--- config.mk ---
export PLATFORM = sky130hd
export DESIGN_NAME = dpdm_tx
export DESIGN_NICKNAME = d
export VERILOG_FILES = /design/src/rtl/dpdm_pkg.sv /design/src/rtl/dpdm_tx_fsm.sv /design/src/rtl/dpdm_tx.sv
export SDC_FILE = /design/constraint.sdc
export NUM_CORES = 1
export LEC_CHECK = 0
export CAP_MARGIN = 20
export CORE_MARGIN = 2
export CORE_UTILIZATION = 53
export CTS_BUF_LIST = sky130_fd_sc_hd__clkbuf_16
export CTS_CLUSTER_DIAMETER = 120
export DETAILED_ROUTE_END_ITERATION = 16
export PLACE_DENSITY = 0.76
export SLEW_MARGIN = 20
export SYNTH_ARGS = -nofsm -noshare
export SYNTH_HDL_FRONTEND = slang
export SYNTH_SLANG_ARGS = --single-unit
--- constraint.sdc ---
create_clock -name clk -period 2.2 [get_ports clk]
set_input_delay 0.44 -clock clk [delete_from_list [all_inputs] [get_ports clk]]
set_output_delay 0.44 -clock clk [all_outputs]
set_load 0.02 [all_outputs]
--- src/rtl/dpdm_pkg.sv ---
// Shared types and default packet lengths for the USB D+/D- line transmitter.
package dpdm_pkg;

  typedef enum logic [1:0] {
    PktNone  = 2'b00,
    PktToken = 2'b01,
    PktData  = 2'b10,
    PktHs    = 2'b11
  } pkt_type_e;

  typedef enum logic [1:0] {
    StIdle,
    StData,
    StSe0,
    StEopJ
  } state_e;

  localparam int unsigned TokBitsDef  = 32;
  localparam int unsigned DataBitsDef = 92;
  localparam int unsigned HsBitsDef   = 12;

  function automatic int unsigned max_u(input int unsigned a, input int unsigned b);
    return (a > b) ? a : b;
  endfunction

endpackage

--- src/rtl/dpdm_tx_fsm.sv ---
// Packet sequencer: IDLE -> DATA (LIM bits) -> SE0 -> EOPJ -> IDLE, with a non-wrapping
// phase counter.
module dpdm_tx_fsm
  import dpdm_pkg::*;
#(
  parameter int unsigned TOK_BITS  = TokBitsDef,
  parameter int unsigned DATA_BITS = DataBitsDef,
  parameter int unsigned HS_BITS   = HsBitsDef,
  parameter int unsigned EOP_SE0   = 2,
  parameter int unsigned EOP_J     = 1
) (
  input  logic       clk,
  input  logic       rst,
  input  logic       start,
  input  logic [1:0] pkt_type,
  output state_e     state,
  output logic       bit_req,
  output logic       last_j
);

  localparam int unsigned MaxLen = max_u(max_u(max_u(TOK_BITS, DATA_BITS),
                                               max_u(HS_BITS, EOP_SE0)), EOP_J);
  localparam int unsigned CntW   = $clog2(MaxLen + 1);

  if (TOK_BITS == 0 || DATA_BITS == 0 || HS_BITS == 0 || EOP_SE0 == 0 || EOP_J == 0)
  begin : g_param_check
    $error("dpdm_tx_fsm: all length parameters must be >= 1");
  end

  // Limits are held as last-index values so the counter only ever counts up to them.
  localparam logic [CntW-1:0] TokLast  = CntW'(TOK_BITS - 1);
  localparam logic [CntW-1:0] DataLast = CntW'(DATA_BITS - 1);
  localparam logic [CntW-1:0] HsLast   = CntW'(HS_BITS - 1);
  localparam logic [CntW-1:0] Se0Last  = CntW'(EOP_SE0 - 1);
  localparam logic [CntW-1:0] JLast    = CntW'(EOP_J - 1);

  state_e            state_q, state_d;
  logic [CntW-1:0]   cnt_q, cnt_d;
  logic [CntW-1:0]   lim_q, lim_d;
  logic [CntW-1:0]   lim_sel;

  always_comb begin
    lim_sel = TokLast;
    case (pkt_type_e'(pkt_type))
      PktData: lim_sel = DataLast;
      PktHs:   lim_sel = HsLast;
      default: lim_sel = TokLast;
    endcase
  end

  always_comb begin
    state_d = state_q;
    cnt_d   = cnt_q;
    lim_d   = lim_q;
    bit_req = 1'b0;
    last_j  = 1'b0;
    unique case (state_q)
      StIdle: begin
        if (start && (pkt_type_e'(pkt_type) != PktNone)) begin
          state_d = StData;
          cnt_d   = '0;
          lim_d   = lim_sel;
        end
      end
      StData: begin
        bit_req = 1'b1;
        if (cnt_q == lim_q) begin
          state_d = StSe0;
          cnt_d   = '0;
        end else begin
          cnt_d = cnt_q + CntW'(1);
        end
      end
      StSe0: begin
        if (cnt_q == Se0Last) begin
          state_d = StEopJ;
          cnt_d   = '0;
        end else begin
          cnt_d = cnt_q + CntW'(1);
        end
      end
      StEopJ: begin
        if (cnt_q == JLast) begin
          last_j  = 1'b1;
          state_d = StIdle;
          cnt_d   = '0;
        end else begin
          cnt_d = cnt_q + CntW'(1);
        end
      end
      default: state_d = StIdle;
    endcase
  end

  always_ff @(posedge clk) begin
    if (rst) begin
      state_q <= StIdle;
      cnt_q   <= '0;
      lim_q   <= '0;
    end else begin
      state_q <= state_d;
      cnt_q   <= cnt_d;
      lim_q   <= lim_d;
    end
  end

  assign state = state_q;

endmodule

--- src/rtl/dpdm_tx.sv ---
// USB D+/D- packet transmitter with registered line pair; define DPDM_NRZI_EN to NRZI-encode
// the data bits (0 toggles the line, 1 holds it).
module dpdm_tx
  import dpdm_pkg::*;
#(
  parameter int unsigned TOK_BITS  = TokBitsDef,
  parameter int unsigned DATA_BITS = DataBitsDef,
  parameter int unsigned HS_BITS   = HsBitsDef,
  parameter int unsigned EOP_SE0   = 2,
  parameter int unsigned EOP_J     = 1
) (
  input  logic       clk,
  input  logic       rst,
  input  logic       start,
  input  logic [1:0] pkt_type,
  input  logic       bit_in,
  output logic       bit_req,
  output logic       busy,
  output logic       done,
  output logic       dp,
  output logic       dm
);

  state_e state;
  logic   last_j;
  logic   dp_d, dm_d;

  dpdm_tx_fsm #(
    .TOK_BITS  (TOK_BITS),
    .DATA_BITS (DATA_BITS),
    .HS_BITS   (HS_BITS),
    .EOP_SE0   (EOP_SE0),
    .EOP_J     (EOP_J)
  ) u_fsm (
    .clk      (clk),
    .rst      (rst),
    .start    (start),
    .pkt_type (pkt_type),
    .state    (state),
    .bit_req  (bit_req),
    .last_j   (last_j)
  );

  // Line, busy and done are all registered from the same FSM cycle, so they stay aligned
  // with each other one cycle behind the state.
  always_comb begin
    dp_d = 1'b1;
    dm_d = 1'b0;
    unique case (state)
      StData: begin
`ifdef DPDM_NRZI_EN
        // The line is always J on entry to DATA, so each packet starts NRZI from J.
        dp_d = bit_in ? dp : ~dp;
`else
        dp_d = bit_in;
`endif
        dm_d = ~dp_d;
      end
      StSe0: begin
        dp_d = 1'b0;
        dm_d = 1'b0;
      end
      StIdle, StEopJ: begin
        dp_d = 1'b1;
        dm_d = 1'b0;
      end
      default: begin
        dp_d = 1'b1;
        dm_d = 1'b0;
      end
    endcase
  end

  always_ff @(posedge clk) begin
    if (rst) begin
      dp   <= 1'b1;
      dm   <= 1'b0;
      busy <= 1'b0;
      done <= 1'b0;
    end else begin
      dp   <= dp_d;
      dm   <= dm_d;
      busy <= (state != StIdle);
      done <= last_j;
    end
  end

endmodule

==> run summary, run 1 <==
status -> finished, final reports clean
Synth area leaders -> dfxtp_1 37%, ha_1 9.6%, nand2_1 7.8%
number of flops mapped to enable cells by yosys -> 0
Inserted Clock Buffers -> 3
hold path start -> u_fsm.state[1]
Die X -> 45.6 µm
Sw Ratio -> 34.3%
Combinational Power Share -> 38.3%
router iterations before antenna repair -> 4
Routed Antenna Nets -> 0
internal power -> 0.000809 W
fraction of registers with async set/reset -> 0%
Initial Util -> 54.8%
initial DRC count -> 22
DRT Wirelength -> 1840 µm
CTS tree -> done
CTS sink cnt -> 17
Synth Register Bits -> 17
most numerous cell in the Yosys netlist -> nand2_1
Max-slew headroom -> 67.2%
CP Max Fanout -> 4
Place WS -> 0.357 ns
Setup TNS -> 0 ns
Finished Layout Cells -> 135
Yosys warnings -> 0
sequential share of power -> 32.8%
first-pass GRT wire length -> 3060 µm
cts hold-fix bufs -> 0
pin count of the biggest net entering global routing -> 12
WP data required -> 1.76 ns
core area -> 1670 µm²
RePlAce Congestion -> 0.861
CP Data Arrival Time -> 1.54 ns
period utilization -> 90.1%
layout cells sized above 1 -> 10.2%
Skew-Pair Late Insertion Delay -> 0.25 ns
clock slew seen by the registers of the worst setup and hold paths -> 0.05 ns
Area Overhead vs Synth -> 21.3%
share of the synthesized area in the top cell type -> 37.2%
clock share of power -> 28.9%
clk root buf -> clkbuf_16
I/O Buffers -> 10
crit end category -> primary output
Setup violations, final -> 0
post-route setup slack -> 0.217 ns
gate count of the mapped netlist -> 106
Vias -> 774
Pwr Density -> 1110 nW/µm²
Final Skew -> 0.00312 ns
Slew Limit Fails -> 0
Post-Syn Nets -> 119
drt wl/cell -> 13.7 µm
clock buffer depth -> 2
leakage -> 0.478 nW
std cell rows -> 15
post-synth top area cell -> dfxtp_1
# diodes -> 0
Synth top cells by count -> 19 x nand2_1, 17 x dfxtp_1, 12 x nor2_1
Reg-to-Reg Start -> u_fsm.cnt_q[3]
pin slew with the least headroom to its limit -> 0.487 ns
Setup Buffers After CTS -> 0
Fin. Hold Viols -> 0
Final nets -> 132
initial antenna violation count -> 0
vias in the first global route -> 717
Seq/Total Area, Yosys -> 37.2%
Post-synth top flop -> dfxtp_1
Die Span Y -> 45.6 µm
Max Freq -> 0.504 GHz
DRC Markers -> 0
post-synth cell types -> 36
RSZ-0062 raised after global routing -> false
Period minus WS final -> 1.98 ns
htree depth -> 1
dpl hpwl -> 1300 µm
Post-Syn Area -> 916 µm²
total grt overflow -> 0
crit start category -> register
worst hold-check path type -> register to register
VDD IR max -> 0.608 mV
Synth Area per Inst -> 8.64 µm²
sw power -> 0.000423 W
dpl cells -> 131
Max-Cap Viols -> 0
total I/O pin count -> 11
via/cell ratio -> 5.73
PostCTS Resize Cnt -> 0
Die Area -> 2080 µm²
global-route usage over all layers -> 21.3%
WS Path Type -> register to primary output
Setup crit start -> u_fsm.state[1]
worst max-delay path: stages, from the launching register on:
cell	delay [ns]
dfxtp_1	0.34
inv_1	0.09
ha_1	0.24
clkdlybuf4s50_1	0.63
cell usage in the layout (no fill, tap or decap), drive strengths merged, types with 3 or more instances in the layout:
| cell type | Yosys | layout |
|---|---|---|
| nor2 | 13 | 13 |
| xor2 | 5 | 5 |
| dfxtp | 17 | 17 |
| clkbuf | 2 | 3 |
| clkdlybuf4s50 | 0 | 10 |
| ha | 7 | 7 |
| o21ai | 7 | 7 |
| inv | 5 | 6 |
| nand2 | 20 | 20 |
| nand3 | 3 | 3 |
registers in the layout (all words and copies together), names as in the netlist:
register and cells:
done 1, dm 1, u_fsm.state 2, u_fsm.cnt_q 7, dp 1, u_fsm.lim_q 4
busy 1
power groups by stage:
| stage | combinational (W) | sequential, W | clock (W) |
|---|---|---|---|
| final | 0.000471 | 0.000404 | 0.000356 |
| after global routing | 0.000516 | 0.000410 | 0.000379 |
| after CTS | 0.000472 | 0.000403 | 0.000364 |
| after detailed placement | 0.000464 | 0.000409 | 0 |
| after global placement | 0.000461 | 0.000407 | 0 |
| after floorplan | 0.000316 | 0.000427 | 0 |
cell families (layout without fill, tap and decap cells):
| kind of cell | count (synthesis) | count (layout) | synth area share, % |
|---|---|---|---|
| compound gates | 19 | 19 | 16.8 |
| xor+xnor | 5 | 5 | 4.78 |
| fa+ha+maj | 7 | 7 | 9.56 |
| buf+inv | 8 | 20 | 3.42 |
| flops | 17 | 17 | 37.2 |
| mux | 1 | 1 | 1.09 |
| simple gates | 49 | 49 | 27.2 |
layer usage:
metal / global-route usage (%) / wire length (µm) / up-vias
met5: 0 / 0 / -
met1: 25.4 / 862 / 356
met3: 4.76 / 63 / 4
li1: - / - / 397
met4: 15.3 / 41 / 0
met2: 33.2 / 875 / 17
final timing paths:
kind                                  endpoint  cells past startpoint  slack, ns
worst min register to register  u_fsm.state[1]                      2       0.51
worst max-delay path                   bit_req                      3       0.22
worst min-delay path            u_fsm.state[1]                      2       0.51
worst max register to register  u_fsm.state[1]                      5       0.45
metrics by stage:
| stage | cell area, µm² | hold WS [ns] | power (W) | utilization [%] |
|---|---|---|---|---|
| detailed placement | 1030 | 0.499 | 0.000873 | 61.8 |
| global placement | 1030 | 0.489 | 0.000868 | 61.8 |
| CTS | 1110 | 0.506 | 0.00124 | 66.5 |
| floorplan | 916 | 0.452 | 0.000743 | - |
| global route | 1110 | 0.544 | 0.00131 | 66.5 |
| finish | 1110 | 0.507 | 0.00123 | 66.5 |
cell type report:
| class | instances | area (µm²) |
|---|---|---|
| timing repair buffer | 11 | 108 |
| fill | 133 | 559 |
| sequential | 17 | 340 |
| tap | 17 | 21.3 |
| clock buffer | 3 | 75.1 |
| multi-input combinational | 81 | 544 |
| clock inverter | 1 | 3.75 |
| inverter | 5 | 18.8 |
Note: power is estimated with default switching activity, not from simulation.
==> run 2, diff against run 1 <==
Settings changed: SKIP_LAST_GASP from default to 1.
==> results of run 2 <==
Same layout as run 1: the final DEF is identical, and so are final timing and power.
==> run 3, diff against run 2 <==
Settings changed: CORE_MARGIN 2 to 5.
==> run 3 against run 2 <==
  * Sequential cell count unchanged
  * Total power down 0.39%
  * Register-to-register slack about the same
  * Critical endpoint unchanged
  * Highest routed layer unchanged
==> run summary, run 3 (same netlist as run 1, synthesis figures left out) <==
Post-DP Area -> 1030 µm² (unchanged)
Pwr Density -> 1100 nW/µm² (-0.39%)
Area Overhead vs Synth -> 21.3% (unchanged)
CP Data Arrival Time -> 1.52 ns (-0.02 ns)
Skew-Pair Late Insertion Delay -> 0.25 ns (about the same)
Setup Buffers After CTS -> 0 (unchanged)
Total Power -> 0.00123 W (-0.39%)
I/O Buffers -> 10 (unchanged)
crit start category -> register
# diodes -> 0 (unchanged)
Vias -> 787 (+1.7%)
most frequent cells in the layout -> 19 x nand2_1, 17 x dfxtp_1, 12 x nor2_1
Biggest register -> u_fsm.cnt_q
total grt overflow -> 0 (unchanged)
via/cell ratio -> 5.83 (+1.7%)
crit end category -> primary output
Filler cells -> 136 (+2.3%)
Period minus WS final -> 1.96 ns (-0.0230 ns)
CTS sink cnt -> 17 (unchanged)
fin area -> 1110 µm² (unchanged)
initial antenna violation count -> 0 (unchanged)
std cell rows -> 15 (unchanged)
global-route usage over all layers -> 17.6% (-3.7 points)
router iterations before antenna repair -> 4 (unchanged)
Final nets -> 132 (unchanged)
period utilization -> 89.1% (-1.0 points)
worst hold-check path type -> register to register
Die Span Y -> 51.6 µm (+13%)
status -> finished, final reports clean
WP data required -> 1.76 ns (about the same)
leakage -> 0.478 nW (unchanged)
commonest non-fill, non-tap cell in the layout -> nand2_1
RSZ-0062 raised after global routing -> false
clock slew seen by the registers of the worst setup and hold paths -> 0.05 ns (about the same)
Fin. Hold Viols -> 0 (unchanged)
initial DRC count -> 16 (-27%)
DRC Markers -> 0 (unchanged)
DRT Wirelength -> 1870 µm (+1.3%)
Initial Util -> 54.2% (-0.61 points)
core area -> 1690 µm² (+1.1%)
htree depth -> 1 (unchanged)
total I/O pin count -> 11 (unchanged)
Final Skew -> 0.00102 ns (-0.00210 ns)
Max-slew headroom -> 65.8% (-1.5 points)
dpl hpwl -> 1360 µm (+4.2%)
Slew Limit Fails -> 0 (unchanged)
multi-input combinational cell area -> 544 µm² (unchanged)
clk root buf -> clkbuf_16
Die X -> 51.6 µm (+13%)
Max Freq -> 0.510 GHz (+1.2%)
Setup violations, final -> 0 (unchanged)
Max-Cap Viols -> 0 (unchanged)
pin count of the biggest net entering global routing -> 12 (unchanged)
cts hold-fix bufs -> 0 (unchanged)
drt wl/cell -> 13.8 µm (+1.3%)
WS Path Type -> register to primary output
Sequential Area -> 340 µm² (unchanged)
Die Area -> 2660 µm² (+28%)
VDD IR max -> 0.620 mV (+2.1%)
pin slew with the least headroom to its limit -> 0.509 ns (+0.0219 ns)
Inserted Clock Buffers -> 3 (unchanged)
first-pass GRT wire length -> 3440 µm (+12%)
clock buffer depth -> 2 (unchanged)
Setup TNS -> 0 ns (unchanged)
PostCTS Resize Cnt -> 0 (unchanged)
Routed Antenna Nets -> 0 (unchanged)
RePlAce Congestion -> 0.796 (-7.6%)
layout cells sized above 1 -> 10.2% (unchanged)
max reg flops -> 7 (unchanged)
CP Max Fanout -> 4 (unchanged)
vias in the first global route -> 760 (+6.0%)
CTS tree -> done
==> run 3: final timing paths <==
check	startpoint	to	slack, ns	depth (start not counted)
hold / removal	u_fsm.lim_q[3]	u_fsm.lim_q[3]	0.50	2
setup reg to reg	u_fsm.cnt_q[3]	u_fsm.state[1]	0.46	5
hold reg to reg	u_fsm.lim_q[3]	u_fsm.lim_q[3]	0.50	2
setup / recovery	u_fsm.state[1]	bit_req	0.24	3
==> run 3: metrics by stage <==
step,util [%],cells,worst slack [ns],hold WS (ns)
after global placement,61.1,131,0.432,0.483
after global routing,65.8,135,0.127,0.531
after floorplan,-,106,0.609,0.452
after CTS,65.8,135,0.230,0.500
final,65.8,135,0.240,0.501
after detailed placement,61.1,131,0.349,0.493
==> run 3: cell type report <==
class | instances | area share, %
Tap cell | 17 | 1.91
Sequential cell | 17 | 30.6
Timing Repair Buffer | 11 | 9.68
Clock inverter | 1 | 0.338
Clock buffer | 3 | 6.76
Inverter | 5 | 1.69
Multi-Input combinational cell | 81 | 49.0
==> run 3: worst max-delay path, stage by stage (launching register included) <==
cell and delay, ns:
dfxtp_1 0.34, inv_1 0.08, ha_1 0.22, clkdlybuf4s50_1 0.63
==> run 3: per-layer routing <==
metal / global-route usage [%] / routed length [µm]
met5: 0 / 0
met3: 4.58 / 75
met4: 11.8 / 46
met2: 28.2 / 934
met1: 20.5 / 810
==> run 3: power breakdown <==
part | total [W] | internal (W) | switching, W
registers | 0.000402 | 0.000364 | 0.0000384
logic | 0.000469 | 0.000205 | 0.000265
clock network | 0.000356 | 0.000241 | 0.000115
total | 0.00123 | 0.000809 | 0.000417
